$ cat src/rtl/tank_pkg.sv
// Shared definitions for the tank game: direction encoding, the packed RAM-word
// layout used by the renderer, and a helper that builds that word.
package tank_pkg;

    typedef enum logic [1:0] {
        DIR_UP    = 2'd0,
        DIR_DOWN  = 2'd1,
        DIR_LEFT  = 2'd2,
        DIR_RIGHT = 2'd3
    } dir_t;

    localparam int COORD_W    = 10;
    localparam int ACTIVE_BIT = 28;
    localparam int X_LSB      = 18;
    localparam int Y_LSB      = 8;
    localparam int DIR_LSB    = 6;
    localparam int OWNER_LSB  = 3;

    function automatic logic [31:0] pack_word(
        input logic               active,
        input logic [COORD_W-1:0] x,
        input logic [COORD_W-1:0] y,
        input dir_t               dir,
        input logic [2:0]         owner
    );
        logic [31:0] w;
        w = '0;
        w[ACTIVE_BIT]                 = active;
        w[X_LSB +: COORD_W]           = x;
        w[Y_LSB +: COORD_W]           = y;
        w[DIR_LSB +: 2]               = dir;
        w[OWNER_LSB +: 3]             = owner;
        return w;
    endfunction

endpackage

$ cat src/rtl/bullet_slot.sv
// One projectile slot: spawn load, per-tick motion with boundary retirement,
// and kill. Load wins over kill (a kill aimed at a free slot is a no-op anyway).
module bullet_slot
    import tank_pkg::*;
#(
    parameter int SPEED = 4,
    parameter int X_MAX = 639,
    parameter int Y_MAX = 479
) (
    input  logic               clk,
    input  logic               reset,
    input  logic               tick,
    input  logic               load,
    input  logic [COORD_W-1:0] load_x,
    input  logic [COORD_W-1:0] load_y,
    input  dir_t               load_dir,
    input  logic [2:0]         load_owner,
    input  logic               kill,
    output logic               active,
    output logic [31:0]        word
);

    localparam logic [10:0] SPEED_W = 11'(SPEED);
    localparam logic [10:0] X_MAX_W = 11'(X_MAX);
    localparam logic [10:0] Y_MAX_W = 11'(Y_MAX);

    logic               active_reg;
    logic [COORD_W-1:0] x_reg, y_reg;
    dir_t               dir_reg;
    logic [2:0]         owner_reg;

    logic [10:0]        x_ext, y_ext;
    logic [COORD_W-1:0] x_next, y_next;
    logic               retire;

    assign x_ext = {1'b0, x_reg};
    assign y_ext = {1'b0, y_reg};

    // 11-bit arithmetic so the down/right sums cannot wrap before the bound test.
    always_comb begin
        x_next = x_reg;
        y_next = y_reg;
        retire = 1'b0;
        case (dir_reg)
            DIR_UP: begin
                if (y_ext < SPEED_W) retire = 1'b1;
                else y_next = 10'(y_ext - SPEED_W);
            end
            DIR_DOWN: begin
                if (y_ext + SPEED_W > Y_MAX_W) retire = 1'b1;
                else y_next = 10'(y_ext + SPEED_W);
            end
            DIR_LEFT: begin
                if (x_ext < SPEED_W) retire = 1'b1;
                else x_next = 10'(x_ext - SPEED_W);
            end
            default: begin
                if (x_ext + SPEED_W > X_MAX_W) retire = 1'b1;
                else x_next = 10'(x_ext + SPEED_W);
            end
        endcase
    end

    always_ff @(posedge clk) begin
        if (reset) begin
            active_reg <= 1'b0;
            x_reg      <= '0;
            y_reg      <= '0;
            dir_reg    <= DIR_UP;
            owner_reg  <= '0;
        end else if (load) begin
            active_reg <= 1'b1;
            x_reg      <= load_x;
            y_reg      <= load_y;
            dir_reg    <= load_dir;
            owner_reg  <= load_owner;
        end else if (kill) begin
            active_reg <= 1'b0;
        end else if (tick && active_reg) begin
            if (retire) begin
                active_reg <= 1'b0;
            end else begin
                x_reg <= x_next;
                y_reg <= y_next;
            end
        end
    end

    assign active = active_reg;
    assign word   = pack_word(active_reg, x_reg, y_reg, dir_reg, owner_reg);

endmodule

$ cat src/rtl/bullet_pool.sv
// Per-player projectile banks: fire edge detect, lowest-free-slot selection,
// cooldown counters and registered live-bullet counts around an array of slots.
module bullet_pool
    import tank_pkg::*;
#(
    parameter int NUM_PLAYERS = 2,
    parameter int MAX_BULLETS = 8,
    parameter int SPEED       = 4,
    parameter int COOLDOWN    = 16,
    parameter int X_MAX       = 639,
    parameter int Y_MAX       = 479,
    localparam int NS = NUM_PLAYERS * MAX_BULLETS,
    localparam int KW = (NS > 1) ? $clog2(NS) : 1
) (
    input  logic                                 clk,
    input  logic                                 reset,
    input  logic                                 tick,
    input  logic [NUM_PLAYERS-1:0]               fire,
    input  logic [NUM_PLAYERS-1:0][COORD_W-1:0]  fire_x,
    input  logic [NUM_PLAYERS-1:0][COORD_W-1:0]  fire_y,
    input  logic [NUM_PLAYERS-1:0][1:0]          fire_dir,
    input  logic                                 kill_valid,
    input  logic [KW-1:0]                        kill_idx,
    output logic [NUM_PLAYERS-1:0]               fire_ack,
    output logic [NS-1:0][31:0]                  bullet_ram_data,
    output logic [NUM_PLAYERS-1:0][4:0]          active_count
);

    localparam int CW = (COOLDOWN > 0) ? $clog2(COOLDOWN + 1) : 1;
    localparam int SW = (MAX_BULLETS > 1) ? $clog2(MAX_BULLETS) : 1;

    logic [NUM_PLAYERS-1:0]          fire_prev_reg;
    logic                            primed_reg;
    logic [NUM_PLAYERS-1:0][CW-1:0]  cd_reg;
    logic [NUM_PLAYERS-1:0]          fire_ack_reg;
    logic [NUM_PLAYERS-1:0][4:0]     count_reg;

    logic [NUM_PLAYERS-1:0]          has_free, accept;
    logic [NUM_PLAYERS-1:0][SW-1:0]  free_sel;
    logic [NUM_PLAYERS-1:0][4:0]     count_next;
    logic [NS-1:0]                   slot_load, slot_kill, slot_active;
    logic [31:0]                     slot_word [NS];

    // Descending scan so the lowest-index free slot is the one left selected.
    // primed_reg blocks the first post-reset cycle, so a button held through
    // reset release never counts as a press.
    always_comb begin
        has_free = '0;
        free_sel = '0;
        accept   = '0;
        for (int p = 0; p < NUM_PLAYERS; p++) begin
            for (int s = MAX_BULLETS - 1; s >= 0; s--) begin
                if (!slot_active[p*MAX_BULLETS + s]) begin
                    has_free[p] = 1'b1;
                    free_sel[p] = SW'(s);
                end
            end
            accept[p] = primed_reg && fire[p] && !fire_prev_reg[p]
                        && (cd_reg[p] == '0) && has_free[p];
        end
    end

    always_comb begin
        count_next = '0;
        for (int p = 0; p < NUM_PLAYERS; p++) begin
            for (int s = 0; s < MAX_BULLETS; s++) begin
                count_next[p] = count_next[p] + 5'(slot_active[p*MAX_BULLETS + s]);
            end
        end
    end

    always_ff @(posedge clk) begin
        if (reset) begin
            fire_prev_reg <= '0;
            primed_reg    <= 1'b0;
            cd_reg        <= '0;
            fire_ack_reg  <= '0;
            count_reg     <= '0;
        end else begin
            fire_prev_reg <= fire;
            primed_reg    <= 1'b1;
            fire_ack_reg  <= accept;
            count_reg     <= count_next;
            for (int p = 0; p < NUM_PLAYERS; p++) begin
                if (accept[p]) cd_reg[p] <= CW'(COOLDOWN);
                else if (tick && cd_reg[p] != '0) cd_reg[p] <= cd_reg[p] - 1'b1;
            end
        end
    end

    generate
        for (genvar gi = 0; gi < NS; gi++) begin : g_slot
            localparam int PLAYER = gi / MAX_BULLETS;
            localparam int SLOT   = gi % MAX_BULLETS;

            assign slot_load[gi] = accept[PLAYER] && (free_sel[PLAYER] == SW'(SLOT));
            assign slot_kill[gi] = kill_valid && (kill_idx == KW'(gi));

            bullet_slot #(
                .SPEED (SPEED),
                .X_MAX (X_MAX),
                .Y_MAX (Y_MAX)
            ) u_slot (
                .clk        (clk),
                .reset      (reset),
                .tick       (tick),
                .load       (slot_load[gi]),
                .load_x     (fire_x[PLAYER]),
                .load_y     (fire_y[PLAYER]),
                .load_dir   (dir_t'(fire_dir[PLAYER])),
                .load_owner (3'(PLAYER)),
                .kill       (slot_kill[gi]),
                .active     (slot_active[gi]),
                .word       (slot_word[gi])
            );
        end
    endgenerate

    always_comb begin
        for (int i = 0; i < NS; i++) bullet_ram_data[i] = slot_word[i];
    end

    assign fire_ack     = fire_ack_reg;
    assign active_count = count_reg;

endmodule

$ cat config.mk
export PLATFORM = sky130hd
export DESIGN_NAME = bullet_pool
export DESIGN_NICKNAME = d
export VERILOG_FILES = /design/src/rtl/tank_pkg.sv /design/src/rtl/bullet_slot.sv /design/src/rtl/bullet_pool.sv
export SDC_FILE = /design/constraint.sdc
export NUM_CORES = 2
export LEC_CHECK = 0
export CAP_MARGIN = 20
export CORE_MARGIN = 2
export CORE_UTILIZATION = 59
export CTS_CLUSTER_DIAMETER = 200
export CTS_CLUSTER_SIZE = 30
export DETAILED_ROUTE_END_ITERATION = 10
export PLACE_DENSITY = 0.89
export SKIP_LAST_GASP = 1
export SYNTH_ARGS = -nofsm -noshare
export SYNTH_HDL_FRONTEND = slang
export SYNTH_SLANG_ARGS = --single-unit
$ cat constraint.sdc
create_clock -name clk -period 9 [get_ports clk]
set_input_delay 1.8 -clock clk [delete_from_list [all_inputs] [get_ports clk]]
set_output_delay 1.8 -clock clk [all_outputs]
set_load 0.005 [all_outputs]
==> results.sh <==
export IMPL_critPathTopFamily="simple AND/OR/NAND/NOR gates"
export IMPL_insertion_delay_ns=0.56
export IMPL_fin_crit_sh_pct=48.9
export IMPL_wl_per_cell_um=21.4
export IMPL_vdd_drop_max_uv=133
export IMPL_die_area_sq_mm=0.0553
export IMPL_synthTopCellsByArea="dfxtp_1 25%, nand2_1 5.0%, nor2_1 4.7%"
export IMPL_syn_instance_count=4287
export IMPL_worst_pin_slew_ns=1.07
export IMPL_worst_path_buf_inv=1
export IMPL_setup_viol=0
export IMPL_rsz0062_at_grt="no"
export IMPL_fmax_mhz=227
export IMPL_ctsHoldBuffers=0
export IMPL_first_pass_iters=6
export IMPL_regArea_sq_mm=0.00799
export IMPL_path_clk_slew_ns=0.12
export IMPL_maxSlewHeadroom_pct=28.4
export IMPL_min_to="cd_reg[9]"
export IMPL_h_tree_depth=1
export IMPL_antenna_left=0
export IMPL_drc=0
export IMPL_r2r_slack_ns=5.57
export IMPL_nFillCells=4529
export IMPL_die_h_um=235
export IMPL_area_delta_synth_final_pct=12.6
export IMPL_drt_iter0_markers=3636
export IMPL_overflow=0
export IMPL_postCtsSetupRepairBufs=0
export IMPL_critical_path_class="in2reg"
export IMPL_async_reset_ff_share_pct=0
export IMPL_dp_cells=5056
export IMPL_slew_viol_final=0
export IMPL_fin_skew_ns=0.0391
export IMPL_cp_required_ns=9.49
export IMPL_syn_avg_cell_area_sq_um=7.35
export IMPL_grt_pass1_wl_um=166000
export IMPL_status="finished, final reports clean"
export IMPL_initial_core_util_pct=59.8
export IMPL_die_x_um=235
export IMPL_yosysUniqueCellTypes=98
export IMPL_dp_hpwl_um=77600
export IMPL_ff2ff_path_depth=9
export IMPL_drive_gt1_share_pct=2.46
export IMPL_cp_num_cells=8
export IMPL_slowest_delay_ns=0.67
export IMPL_startpoint_type="input port"
export IMPL_synth_edf_count=0
export IMPL_yosysSeqAreaShare_pct=25.3
export IMPL_min_path_cells=2
export IMPL_antenna_found_initial=4
export IMPL_grt_max_degree=135
export IMPL_place_congestion=0.987
export IMPL_fin_cells=5085
export IMPL_hold_violations=0
export IMPL_reg2reg_to="g_slot[1].u_slot.y_reg[5]"
export IMPL_worstReg2RegStart="g_slot[1].u_slot.y_reg[2]"
export IMPL_dr_total_vias=33197
export IMPL_clock_root_buffer="clkbuf_16"
export IMPL_yosysWarningCount=0
export IMPL_cap_viol_max_count=0
export IMPL_core_area_sq_mm=0.0527
export IMPL_nets=4559
export IMPL_arrival_ns=4.89
export IMPL_clock_path_buffers=3
export IMPL_cts_resized=0
export IMPL_synth_top_area_share_pct=25.3
export IMPL_drt_total_wl_um=109000
export IMPL_worst_path_max_delay_cell="clkdlybuf4s50_1"
export IMPL_cts_buffers=17
export IMPL_yosysTopAreaCell="dfxtp_1"
export IMPL_setup_tns_ns=0
export IMPL_cp_max_fo=9
export IMPL_hp_start="cd_reg[9]"
export IMPL_worstSetupEndpointType="flip-flop"
export IMPL_via_per_inst=6.53
export IMPL_multiInputGateArea_sq_mm=0.0209
export IMPL_path_cells="clkdlybuf4s50_1, nand2b_1, or2_1, nand3_1, nor3b_1, nand2_1, or3_1, a311oi_1"
export IMPL_p_leak_nw=12.0
export IMPL_tritoncts="built"
export IMPL_io_pins=578
export IMPL_fin_crit_ns=4.40
export IMPL_hold_path_class="reg2reg"
export IMPL_powerDensity_mw_per_mm2=110
export IMPL_grt_pass1_vias=28956
export IMPL_portBuffers=439
export IMPL_synth_most_common_cell="nand2_1"
export IMPL_clkSinkCount=399
export IMPL_ys_top_cells_by_count="417 x nand2_1, 399 x dfxtp_1, 392 x nor2_1"
export IMPL_rows=84
export IMPL_synth_ff_type="dfxtp_1"
export IMPL_synth_seq_cells=399
export IMPL_grt_usage_pct=36.8
export IMPL_syn_area_sq_mm=0.0315
==> per-stage QoR <==
stage | worst slack [ns] | power [mW] | instance area (sq um) | utilization [%] | hold WS [ns]
6_report | 4.60 | 3.91 | 35500 | 67.4 | 0.471
5_1_grt | 4.40 | 4.06 | 35500 | 67.4 | 0.502
4_1_cts | 4.66 | 3.88 | 35400 | 67.2 | 0.471
3_5_place_dp | 4.06 | 2.96 | 34900 | 66.3 | 0.455
3_3_place_gp | 4.11 | 2.94 | 34900 | 66.3 | 0.441
2_1_floorplan | 5.03 | 2.63 | 32000 | - | 0.433
==> area by class of cell <==
type	instances	share of cell area [%]
Tap cell	688	2.43
Timing Repair Buffer	469	13.2
Clock buffer	17	1.20
Clock inverter	1	0.0846
Sequential cell	399	22.5
Inverter	171	1.81
Multi-Input combinational cell	3335	58.8
Antenna cell	5	0.0353
==> worst max-delay path by stage <==
stage | start | slack [ns] | to
floorplan | kill_idx[1] | 5.03 | g_slot[8].u_slot.x_reg[6]
global placement | kill_idx[1] | 4.11 | g_slot[8].u_slot.x_reg[6]
detailed placement | kill_idx[1] | 4.06 | g_slot[8].u_slot.x_reg[6]
CTS | kill_idx[1] | 4.66 | g_slot[8].u_slot.x_reg[8]
global route | kill_idx[1] | 4.40 | g_slot[8].u_slot.x_reg[8]
finish | kill_idx[1] | 4.60 | g_slot[8].u_slot.x_reg[6]
==> per-layer routing <==
layer | part of all wire (%) | up-vias | GRT usage, %
li1 | - | 15522 | -
met1 | 40 | 15451 | 49.5
met2 | 42 | 1916 | 54.4
met3 | 12 | 306 | 8.74
met4 | 6.0 | 2 | 20.2
met5 | 0.010 | - | 0
==> tightest hold or removal path, cell delays in order, from the launching register on <==
cell,delay (ns)
dfxtp_1,0.33
nand2_1,0.06
a21oi_1,0.05
==> cells by family (layout without fill, tap and decap cells) <==
| group | count (synthesis) | after routing | synth area share [%] |
|---|---|---|---|
| AO/OA/AOI/OAI | 1074 | 1074 | 23.5 |
| AND/OR/NAND/NOR | 1753 | 1753 | 28.7 |
| flip-flops | 399 | 399 | 25.3 |
| other | 1 | 143 | 0.0119 |
| multiplexers | 76 | 76 | 2.49 |
| adder cells (fa/ha/maj) | 112 | 112 | 4.64 |
| buffers and inverters | 690 | 658 | 10.2 |
| XOR/XNOR | 182 | 182 | 5.06 |
==> power by group <==
| part | total [mW] | internal [mW] | switching, mW |
|---|---|---|---|
| Sequential | 2.03 | 1.84 | 0.183 |
| Combinational | 0.924 | 0.393 | 0.531 |
| Clock | 0.954 | 0.352 | 0.602 |
| Total | 3.91 | 2.59 | 1.32 |
==> cells in the final DEF, fill, tap and decap left out, types with 24 or more instances in the layout <==
cell type,n
a211oi_1,165
a21oi_1,216
a311oi_1,58
a31oi_1,76
a41oi_1,24
and2_1,34
and3_1,53
clkdlybuf4s50_1,437
conb_1,138
dfxtp_1,399
ha_1,104
inv_1,168
mux2i_1,58
nand2_1,417
nand2b_1,48
nand3_1,176
nand3b_1,41
nand4_1,79
nand4b_1,27
nor2_1,392
nor2b_1,58
nor3_1,115
nor4_1,67
o211ai_1,36
o21ai_0,146
o21ai_1,25
o31ai_1,55
or3_1,72
or4_1,40
xnor2_1,121
xor2_1,61
No activity file was read; power rests on OpenSTA's default activity.
